## config.mk

```make
export PLATFORM = sky130hd
export DESIGN_NAME = demux1to4_16bit_reg
export DESIGN_NICKNAME = d
export VERILOG_FILES = /design/src/rtl/demux1to4_16bit_reg.sv
export SDC_FILE = /design/constraint.sdc
export NUM_CORES = 1
export LEC_CHECK = 0
export ABC_AREA = 1
export CAP_MARGIN = 40
export CORE_UTILIZATION = 43
export DETAILED_ROUTE_END_ITERATION = 7
export GPL_TIMING_DRIVEN = 0
export PLACE_DENSITY_LB_ADDON = 0.15
export SLEW_MARGIN = 15
export SYNTH_ARGS = -nofsm -noshare
export SYNTH_HDL_FRONTEND = slang
export SYNTH_SLANG_ARGS = --single-unit
```

## constraint.sdc

```tcl
create_clock -name clk -period 1.4 [get_ports clk]
set_input_delay 0.21 -clock clk [delete_from_list [all_inputs] [get_ports clk]]
set_output_delay 0.21 -clock clk [all_outputs]
set_load 0.005 [all_outputs]
```

## src/rtl/demux1to4_16bit_reg.sv

```systemverilog
// Registered 1-to-4 demultiplexer: routes one word per cycle from a single source
// into one of four one-entry channel registers, each with its own valid/ready handshake.
module demux1to4_16bit_reg #(
    parameter int WIDTH = 16
) (
    input  logic             clk,
    input  logic             rst_n,
    input  logic             flush,
    input  logic             in_valid,
    output logic             in_ready,
    input  logic [1:0]       select,
    input  logic [WIDTH-1:0] ins,
    output logic [3:0]       out_valid,
    input  logic [3:0]       out_ready,
    output logic [WIDTH-1:0] outs0,
    output logic [WIDTH-1:0] outs1,
    output logic [WIDTH-1:0] outs2,
    output logic [WIDTH-1:0] outs3,
    output logic [15:0]      routed_count
);

    logic [15:0] count_reg;
    logic        acc;

    // Ready depends only on the addressed channel, so a stalled sink blocks only its own words.
    assign in_ready = ~flush & (~out_valid[select] | out_ready[select]);
    assign acc      = in_valid & in_ready;

    generate
        for (genvar gi = 0; gi < 4; gi++) begin : gen_ch
            logic             valid_reg;
            logic [WIDTH-1:0] data_reg;
            logic             load;

            assign load = acc && (select == 2'(gi));

            // Load wins over drain, so a simultaneous take and refill keeps valid high.
            always_ff @(posedge clk or negedge rst_n) begin
                if (!rst_n) begin
                    valid_reg <= 1'b0;
                    data_reg  <= '0;
                end else if (flush) begin
                    valid_reg <= 1'b0;
                end else if (load) begin
                    valid_reg <= 1'b1;
                    data_reg  <= ins;
                end else if (valid_reg && out_ready[gi]) begin
                    valid_reg <= 1'b0;
                end
            end

            assign out_valid[gi] = valid_reg;
        end
    endgenerate

    always_ff @(posedge clk or negedge rst_n) begin
        if (!rst_n) begin
            count_reg <= 16'h0000;
        end else if (flush) begin
            count_reg <= 16'h0000;
        end else if (acc) begin
            count_reg <= count_reg + 16'h0001;
        end
    end

    assign outs0        = gen_ch[0].data_reg;
    assign outs1        = gen_ch[1].data_reg;
    assign outs2        = gen_ch[2].data_reg;
    assign outs3        = gen_ch[3].data_reg;
    assign routed_count = count_reg;

endmodule

```

==> summary.txt, run 1 <==
Timing
  – Tcrit/Tclk final: 116.2%
  – Max Clk Rate: 614.5 MHz
  – Slew Limit Headroom: 52.76%
  – Final setup viols: 86
  – Hold Slack: approximately 0.35 ns
  – Worst Skew: 0.01064 ns
  – RSZ-0062 raised after global routing: true
  – Final Max Tran Viols: 0
  – PnR worst setup slack: -0.2272 ns
  – Worst-Margin Slew: 0.7086 ns
  – Final hold vios: 0
  – Min cycle time layout: 1.627 ns

Placed design
  – # port buffers: 108
  – Dpl hpwl: 7.102 mm
  – DP Area: about 5000 um^2
  – Routability-driven placement congestion ratio: ~0.86
  – Placed cells: 685

Route
  – Detail Route Antenna Nets: 0
  – DRT Wirelength: 11.36 mm
  – DR vias: 3,714
  – Via/cell ratio: 4.979
  – Drt first pass iters: 4
  – DRC viols: 0
  – WL per Instance: 15.22 um
  – Initial drt markers: 163

Logic synthesis
  – Syn. warnings: 0
  – Syn_nets: just under 500
  – Syn Area/Cell: approximately 8.2 um^2
  – FF+latch count, synth: 84
  – Netlist cell types: 24
  – Sequential area share after synthesis: 55.06%
  – Cell Area, Synth: between 3000 and 4000 um^2
  – Cells after Synth: 468

Die
  – Ports: 111
  – Die Area: ~9300 um^2
  – Die height: 96.22 um
  – # rows: 34
  – Initial core utilization: 43.99%
  – Core area: 8678 um^2
  – Die width: between 90 and 100 um

Power and ir drop
  – Clock share of power: 28.0%
  – Reg power frac: between 40% and 50%
  – Sw Ratio: between 20% and 30%
  – Pwr/cell area: roughly 1100 nW/um^2
  – VDD IR max: about 0.0006 V
  – Leakage: 0.003125 uW
  – Internal power: 4400 uW
  – Comb power frac: 23.1%
  – Switch Pwr: around 1800 uW
  – Final Power: slightly above 6000 uW

Final layout
  – Area Growth Syn to Fin: 52.15%
  – Post-layout net count: 661
  – Share of post-route cells with drive strength above 1: 21.63%
  – Final core occ: 66.93%
  – Most common library cell in the layout ignoring fill and taps: nand2_1
  – Fillcell total: 717
  – Most frequent cells in the layout: nand2_1, dfrtp_1, dlygate4sd2_1
  – Non-filler instance count after layout: ~750
  – ANT cells: 0
  – Final Instance Area: 5808 um^2

Outcome
  – Failing checks: negative setup slack
  – Status: finished with violations

GRT
  – Vias in the first global route: 3,537
  – Initial antenna violation count: 0
  – Total Routing Usage GR: between 20% and 30%
  – Global route overflow: 0
  – First-pass GRT wire length: 17.93 mm
  – Largest net degree at the start of global routing: 55

Worst setup path
  – CP Data Arrival Time: 1.92 ns
  – WS Path Type: flip-flop to flip-flop
  – Worst r2r dst: outs3[11]
  – WP data required: roughly 1.7 ns
  – FF-to-FF path depth: 10
  – R2R Path Start: gen_ch[2].valid_reg
  – Crit-path max FO: 7
  – Reg2Reg Setup Slack: -0.23 ns
  – CP Capture Type: flip-flop
  – Worst setup SP type: flip-flop

Clock tree
  – H-tree levels: 3
  – Clock tree buffer depth: 2
  – Clk pin slew, worst setup/hold paths: ~0.090 ns
  – Clk Latency, worst-skew pair: 0.35 ns
  – CTS tree: built
  – Num CTS Buffers: 9
  – # clock sinks: 84
  – CTS Root Cell: clkbuf_8

Flow run
  – Max-cap violations: 0

Hold path
  – Tightest Hold Check Type: input pin to asynchronous set/reset pin
[layer usage]
layer / wire length [um] / vias up / GRT usage, %
met3: 762 / 16 / 6.635
met4: 192 / 0 / 9.701
li1: - / 1790 / -
met2: 5486 / 126 / 42.97
met5: 0 / - / 0
met1: 4916 / 1782 / 33.49
[power by group through the flow]
| stage | logic, uW | registers [uW] | clock network, uW |
|---|---|---|---|
| 2_1_floorplan | 430 | 3090 | 0 |
| 6_report | 1430 | 3010 | 1730 |
| 5_1_grt | 1570 | 3060 | 1860 |
| 3_3_place_gp | 1490 | 3060 | 0 |
| 3_5_place_dp | 1530 | 3070 | 0 |
| 4_1_cts | 1420 | 3010 | 1750 |
[per-stage QoR]
| stage | setup WS, ns | TNS (ns) |
|---|---|---|
| 5_1_grt | -0.2914 | -20.45 |
| 3_3_place_gp | -2.903 | -294.10 |
| 4_1_cts | -0.1389 | -6.805 |
| 6_report | -0.2272 | -14.84 |
| 2_1_floorplan | 0.03199 | 0 |
| 3_5_place_dp | -0.7363 | -52.62 |
[synth_stat cells]
master / count / area [um^2]
clkbuf_1: 3 / 11.26
nand2_1: 262 / 983.4
xnor2_1: 1 / 8.760
buf_6: 4 / 45.04
nor2_1: 27 / 101.4
nand2_2: 1 / 6.260
dfrtp_1: 84 / 2102
o21bai_1: 4 / 30.03
nand2_4: 1 / 11.26
buf_4: 7 / 52.55
buf_2: 4 / 20.02
inv_2: 3 / 11.26
nand3_4: 1 / 17.52
xor2_1: 6 / 52.55
ha_1: 1 / 12.51
a21oi_1: 1 / 5.000
nand3_1: 25 / 125.1
inv_1: 9 / 33.78
nor2_4: 5 / 56.30
nand4_2: 4 / 50.05
buf_1: 1 / 3.750
nand4_1: 5 / 31.28
o21ai_0: 8 / 40.04
nor2_2: 1 / 6.260
[logic make-up (layout without fill, tap and decap cells)]
kind of cell	count (synthesis)	count (layout)	share of synthesized area, %
xor+xnor	7	7	1.606
compound gates	13	13	1.967
fa+ha+maj	1	1	0.3277
flops	84	84	55.06
simple gates	332	332	36.38
buf+inv	31	201	4.654
[worst max-delay path by stage]
stage	start	to	slack (ns)	depth (start not counted)
final	gen_ch[2].valid_reg	outs3[11]	-0.23	10
after global routing	gen_ch[2].valid_reg	outs3[8]	-0.29	10
after CTS	gen_ch[2].valid_reg	outs3[12]	-0.14	10
after detailed placement	select[1]	gen_ch[0].valid_reg	-0.74	9
after global placement	rst_n	outs3[9]	-2.90	1
after floorplan	select[0]	outs0[3]	0.03	12
[layout make-up]
class | instances | area, um^2 | area share (%)
tap | 108 | 135.1 | 2.327
timing repair buffer | 155 | 1451 | 24.99
clock inverter | 5 | 52.55 | 0.9048
clock buffer | 10 | 137.6 | 2.370
inverter | 12 | 45.04 | 0.7755
sequential | 84 | 2106 | 36.26
buffer | 19 | 178.9 | 3.081
multi-input combinational | 353 | 1702 | 29.30
[worst max-delay path: stages, from the launching register on]
cell,delay [ns]
dfrtp_1,0.40
nand2_1,0.07
nand2_1,0.07
nand2_1,0.08
nand2_2,0.09
nand2_4,0.13
nand3_4,0.19
nor2_4,0.26
buf_6,0.16
nand2_2,0.05
nand2_2,0.06
[what timing repair did]
| action | 4_1_cts | 5_1_grt |
|---|---|---|
| gates resized for setup | 157 | 18 |
| hold endpoints to repair | 30 | 0 |
| cloned | 4 | 0 |
| setup endpoints to repair | 169 | 86 |
| setup buffers | 41 | 1 |
| pin swaps | 14 | 11 |
| hold buffers | 1 | 0 |
(Power assumes the default switching activity.)
==> run 2, diff against run 1 <==
Settings changed: CTS_CLUSTER_DIAMETER set to 60, MAX_ROUTING_LAYER set to met4.
==> run 2 against run 1 <==
- the run still ends with negative setup slack left
- fmax shrank 1.7%
- power shrank 0.14%
- clock skew shrank 0.0036 ns
- final cell count shrank 0.27%
==> summary.txt, run 2 (same netlist as run 1, synthesis figures left out) <==
Die
  – Die height: 96.22 um (unchanged)
  – Initial core utilization: 43.99% (unchanged)
  – Die width: 96.22 um (unchanged)
  – Core area: 8678 um^2 (unchanged)
  – Ports: 111 (unchanged)
  – # rows: 34 (unchanged)
  – Die Area: 9258 um^2 (unchanged)

Clock tree
  – Clock tree buffer depth: 2 (unchanged)
  – Clk pin slew, worst setup/hold paths: 0.08 ns (about the same)
  – H-tree levels: 3 (unchanged)
  – Clk Latency, worst-skew pair: 0.35 ns (about the same)
  – Num CTS Buffers: 9 (unchanged)
  – CTS Root Cell: clkbuf_8
  – CTS tree: built
  – # clock sinks: 84 (unchanged)

Final layout
  – Final Instance Area: 5799 um^2 (-0.15%)
  – ANT cells: 0 (unchanged)
  – Most common library cell in the layout ignoring fill and taps: nand2_1
  – Post-layout net count: 659 (-0.30%)
  – Area Growth Syn to Fin: 51.92%
  – Most frequent cells in the layout: nand2_1, dfrtp_1, dlygate4sd2_1
  – Non-filler instance count after layout: 744 (-0.27%)
  – Share of post-route cells with drive strength above 1: 21.70% (+0.068 points)

Power and ir drop
  – VDD IR max: 0.0006109 V (+2.2%)
  – Pwr/cell area: 1062 nW/um^2 (about the same)
  – Leakage: 0.003122 uW (about the same)

Worst setup path
  – WS Path Type: flip-flop to flip-flop
  – Crit. Startpoint: gen_ch[2].valid_reg
  – Worst setup SP type: flip-flop
  – Crit-path max FO: 7 (unchanged)
  – R2R Path Start: gen_ch[2].valid_reg
  – CP Capture Type: flip-flop
  – CP Data Arrival Time: 1.94 ns (+0.02 ns)
  – WP data required: 1.68 ns (about the same)

Timing
  – Max Clk Rate: 603.9 MHz (-1.7%)
  – Min cycle time layout: 1.656 ns (+0.02856 ns)
  – Slew Limit Headroom: 52.93% (+0.17 points)
  – Worst Skew: 0.007086 ns (-0.003551 ns)
  – Final setup viols: 85 (-1.2%)
  – Final hold vios: 0 (unchanged)
  – Tcrit/Tclk final: 118.3% (+2.0 points)
  – PnR worst setup slack: -0.2558 ns (-0.02856 ns)
  – Final Max Tran Viols: 0 (unchanged)
  – RSZ-0062 raised after global routing: true
  – Worst-Margin Slew: 0.7061 ns (-0.002534 ns)

GRT
  – Routing usage on met2: 42.97% (unchanged)
  – Global route hottest layer: met2
  – First-pass GRT wire length: 17.91 mm (about the same)
  – Met3 Track Usage GR: 6.161% (-0.47 points)
  – Initial antenna violation count: 0 (unchanged)
  – Global route overflow: 0 (unchanged)
  – Vias in the first global route: 3,548 (+0.31%)
  – Largest net degree at the start of global routing: 55 (unchanged)
  – Met1 usage: 34.30% (+0.81 points)
  – Total Routing Usage GR: 27.14% (+0.89 points)

Placed design
  – Dpl hpwl: 7.102 mm (unchanged)
  – Placed cells: 685 (unchanged)
  – Routability-driven placement congestion ratio: 0.8701 (+1.6%)
  – DP Area: 5059 um^2 (unchanged)
  – Placement Setup Slack: -0.7363 ns (unchanged)
  – # port buffers: 108 (unchanged)

Route
  – Via/cell ratio: 5.005 (+0.54%)
  – WL per Instance: 15.26 um (+0.26%)
  – DRC viols: 0 (unchanged)
  – Drt first pass iters: 5 (+1)
  – DRT Wirelength: 11.36 mm (about the same)
  – Detail Route Antenna Nets: 0 (unchanged)
  – DR vias: 3,724 (+0.27%)
  – Initial drt markers: 176 (+8.0%)

Outcome
  – Status: finished with violations
  – Failing checks: negative setup slack

Hold path
  – Tightest Hold Check Type: input pin to asynchronous set/reset pin

Flow run
  – Max-cap violations: 0 (unchanged)
run 2: changes by cell type in the layout (fill, tap and decap cells not counted), sizes merged:
cell  previous run  this run
buf             68        66
run 2: metal layers:
layer,routed length (um),vias up
li1,-,1784
met1,4941,1782
met2,5460,142
met3,759,16
met4,196,0
met5,0,-
run 2: timing repair:
action	CTS	global route
pin swaps	14	15
cloned	4	0
endpoints found under the setup margin	169	86
endpoints found under the hold margin	30	0
setup buffers	41	1
hold buffers	1	0
gates resized for setup	157	22
run 2: final timing paths:
check,to,slack [ns],cells after the start
worst max-delay path,outs3[13],-0.26,10
worst min-delay path,outs0[1],0.35,2
worst max register to register,outs3[13],-0.26,10
worst min register to register,outs1[1],0.47,2
max in group asynchronous,outs1[6],0.43,3
min in group clk,outs2[4],0.41,6
run 2: stage by stage:
step           power (uW)  hold slack, ns  utilization, %  setup TNS (ns)
2_1_floorplan        3518        -0.08559               -               0
3_3_place_gp         4551          0.4613           58.00         -294.10
3_5_place_dp         4593          0.1882           58.29          -52.62
4_1_cts              6177          0.3464           66.28          -6.805
5_1_grt              6496          0.3753           66.83          -19.96
6_report             6160          0.3500           66.83          -14.72
run 2: power by group:
group	internal, uW	switching (uW)
clock	855	864
sequential	2810	208
combinational	736	690
total	4400	1760
run 2: layout make-up:
type                       count  area [um^2]
clock buffer                  10        137.6
timing repair buffer         153         1433
clock inverter                 5        52.55
sequential                    84         2106
inverter                      12        45.04
multi-input combinational    353         1712
fill                         718         2879
tap                          108        135.1
buffer                        19        178.9
run 2: critical path: stages (launching register included):
cell	delay, ns
dfrtp_1	0.40
nand2_1	0.07
nand2_1	0.07
nand2_1	0.08
nand2_2	0.10
nand2_4	0.13
nand3_4	0.19
nor2_4	0.26
buf_6	0.17
nand2_1	0.06
nand2_1	0.08
==> run 3, diff against run 2 <==
Settings changed: CORE_UTILIZATION 43 to 44, SLEW_MARGIN 15 to not set.
Clock period 1.4 ns to 1.65 ns, I/O delays scaled along.
==> run 3 against run 2 <==
- the run still ends with negative setup slack left
- sequential cell count is the same
- die area shrank 2.2%
- final cell count shrank 3.9%
- clock skew grew 0.0024 ns
- register-to-register slack gained 0.21 ns
- critical endpoint is now outs0[10]
==> summary.txt, run 3 (same netlist as run 1, synthesis figures left out) <==
Outcome
  – Status: finished with violations
  – Failing checks: negative setup slack

Route
  – Detail Route Antenna Nets: 0 (unchanged)
  – DRT Wirelength: 10.67 mm (-6.0%)
  – DR vias: 3,603 (-3.2%)
  – Via/cell ratio: 5.039 (+0.67%)
  – WL per Instance: 14.92 um (-2.2%)
  – DRC viols: 0 (unchanged)
  – Drt first pass iters: 5 (unchanged)
  – Initial drt markers: 173 (-1.7%)

Timing
  – RSZ-0062 raised after global routing: true
  – Final setup viols: 13 (-85%)
  – PnR worst setup slack: -0.04167 ns (+0.2141 ns)
  – Max Clk Rate: 591.1 MHz (-2.1%)
  – Slew Limit Headroom: 59.84% (+6.9 points)
  – Worst Skew: 0.009450 ns (+0.002364 ns)
  – Final hold vios: 0 (unchanged)
  – Worst-Margin Slew: 0.6024 ns (-0.1037 ns)
  – Final Max Tran Viols: 0 (unchanged)
  – Tcrit/Tclk final: 102.5% (-16 points)
  – Min cycle time layout: 1.692 ns (+0.03590 ns)

Worst setup path
  – Worst r2r dst: outs0[10]
  – Reg2Reg Setup Slack: -0.04 ns (+0.21 ns)
  – Cell family contributing the most delay on the critical path: simple AND/OR/NAND/NOR gates
  – WP data required: 1.95 ns (+0.27 ns)
  – Critical path depth: 10 (unchanged)
  – CP Capture Type: flip-flop
  – Slowest-stage cell, CP: dfrtp_1
  – Buffers and inverters on the worst path: 1 (unchanged)
  – Critical-path cell list: nand2_1 -> nand2_1 -> nand2_1 -> nand2_2 -> nand2_4 -> nand3_4 -> nor2_4 -> buf_4 -> nand2_1 -> nand2_1
  – FF-to-FF path depth: 10 (unchanged)
  – Critical Path Most Common Cell: nand2_1
  – WS Path Type: flip-flop to flip-flop
  – Max stage delay on crit path: 0.41 ns (about the same)
  – Worst setup SP type: flip-flop
  – Crit path to: outs0[10]
  – CP Data Arrival Time: 1.99 ns (+0.05 ns)
  – Crit-path max FO: 8 (+1)
  – R2R Path Start: gen_ch[2].valid_reg
  – Crit. Startpoint: gen_ch[2].valid_reg

GRT
  – First-pass GRT wire length: 16.64 mm (-7.1%)
  – Largest net degree at the start of global routing: 64 (+16%)
  – Initial antenna violation count: 0 (unchanged)
  – Global route hottest layer: met2
  – Global route overflow: 0 (unchanged)
  – Met1 usage: 33.68% (-0.62 points)
  – Met3 Track Usage GR: 4.785% (-1.4 points)
  – Total Routing Usage GR: 25.19% (-1.9 points)
  – Vias in the first global route: 3,306 (-6.8%)
  – Routing usage on met2: 38.33% (-4.6 points)

Final layout
  – Most common library cell in the layout ignoring fill and taps: nand2_1
  – Area of the multi-input gates: 1613 um^2 (-5.8%)
  – Most frequent cells in the layout: nand2_1, clkdlybuf4s50_1, dfrtp_1
  – Final Instance Area: 5528 um^2 (-4.7%)
  – Fillcell total: 690 (-3.9%)
  – Register area: 2103 um^2 (-0.12%)
  – Non-filler instance count after layout: 715 (-3.9%)
  – Share of post-route cells with drive strength above 1: 13.61% (-8.1 points)
  – Area Growth Syn to Fin: 44.80%
  – Post-layout net count: 632 (-4.1%)
  – ANT cells: 0 (unchanged)

Placed design
  – Placed cells: 682 (-0.44%)
  – DP Area: 5055 um^2 (about the same)
  – Routability-driven placement congestion ratio: 0.8653 (-0.55%)
  – # port buffers: 108 (unchanged)
  – Dpl hpwl: 7.094 mm (-0.11%)

Die
  – Core area: 8299 um^2 (-4.4%)
  – # rows: 33 (-2.9%)
  – Ports: 111 (unchanged)
  – Die width: 95.15 um (-1.1%)
  – Die Area: 9053 um^2 (-2.2%)
  – Initial core utilization: 46.00% (+2.0 points)
  – Die height: 95.15 um (-1.1%)

Clock tree
  – CTS tree: built
  – Clock tree buffer depth: 2 (unchanged)
  – Num CTS Buffers: 9 (unchanged)
  – Clk Latency, worst-skew pair: 0.36 ns (about the same)
  – H-tree levels: 3 (unchanged)
  – # clock sinks: 84 (unchanged)
  – Clk pin slew, worst setup/hold paths: 0.10 ns (+0.02 ns)
  – CTS Root Cell: clkbuf_8

Flow run
  – Max-cap violations: 0 (unchanged)

Power and ir drop
  – Leakage: 0.002729 uW (-13%)
  – VDD IR max: 0.0006638 V (+8.7%)
  – Final Power: 5612 uW (-8.9%)
  – Pwr/cell area: 1015 nW/um^2 (-4.4%)

Hold path
  – Tightest Hold Check Type: input pin to asynchronous set/reset pin
-- run 3: layer usage --
| layer | wire [um] | vias to the layer above |
|---|---|---|
| li1 | - | 1731 |
| met1 | 4776 | 1736 |
| met2 | 5094 | 124 |
| met3 | 663 | 12 |
| met4 | 136 | 0 |
| met5 | 0 | - |
-- run 3: how the worst min path moves through the flow --
stage | startpoint | to | slack, ns | depth (start not counted)
4_1_cts | in_valid | routed_count[1] | 0.31 | 3
5_1_grt | rst_n | routed_count[4] | 0.36 | 2
3_5_place_dp | rst_n | outs0[2] | 0.17 | 1
2_1_floorplan | rst_n | gen_ch[0].valid_reg | -0.05 | 0
6_report | rst_n | routed_count[6] | 0.31 | 2
3_3_place_gp | outs0[11] | outs0[11] | 0.46 | 2
-- run 3: what timing repair did --
action / in CTS / in global routing
cloned: 0 / 2
resized for setup: 9 / 32
pin swaps: 1 / 11
setup buffers: 4 / 10
setup endpoints to repair: 54 / 49
hold buffers: 1 / 0
hold endpoints to repair: 21 / 0
-- run 3: layout make-up --
cell class,count,share of cell area [%]
inverter,12,0.8148
tap,105,2.377
sequential,84,38.05
buffer,19,2.875
clock buffer,9,2.241
timing repair buffer,126,22.59
clock inverter,7,1.879
multi-input combinational,353,29.18
-- run 3: stage by stage --
stage	worst slack [ns]	utilization, %	TNS, ns	hold slack (ns)
after CTS	0.008508	64.13	0	0.3142
after detailed placement	-0.5466	60.91	-35.71	0.1689
after global placement	-2.693	60.61	-257.93	0.4615
after floorplan	0.2445	-	0	-0.04809
after global routing	-0.1292	66.61	-4.912	0.3584
final	-0.04167	66.61	-0.2734	0.3116
-- run 3: report_power, final --
| part | total (uW) | internal (uW) | switching (uW) |
|---|---|---|---|
| sequential | 2580 | 2380 | 196 |
| clock | 1700 | 877 | 823 |
| combinational | 1330 | 792 | 543 |
| total | 5610 | 4050 | 1560 |
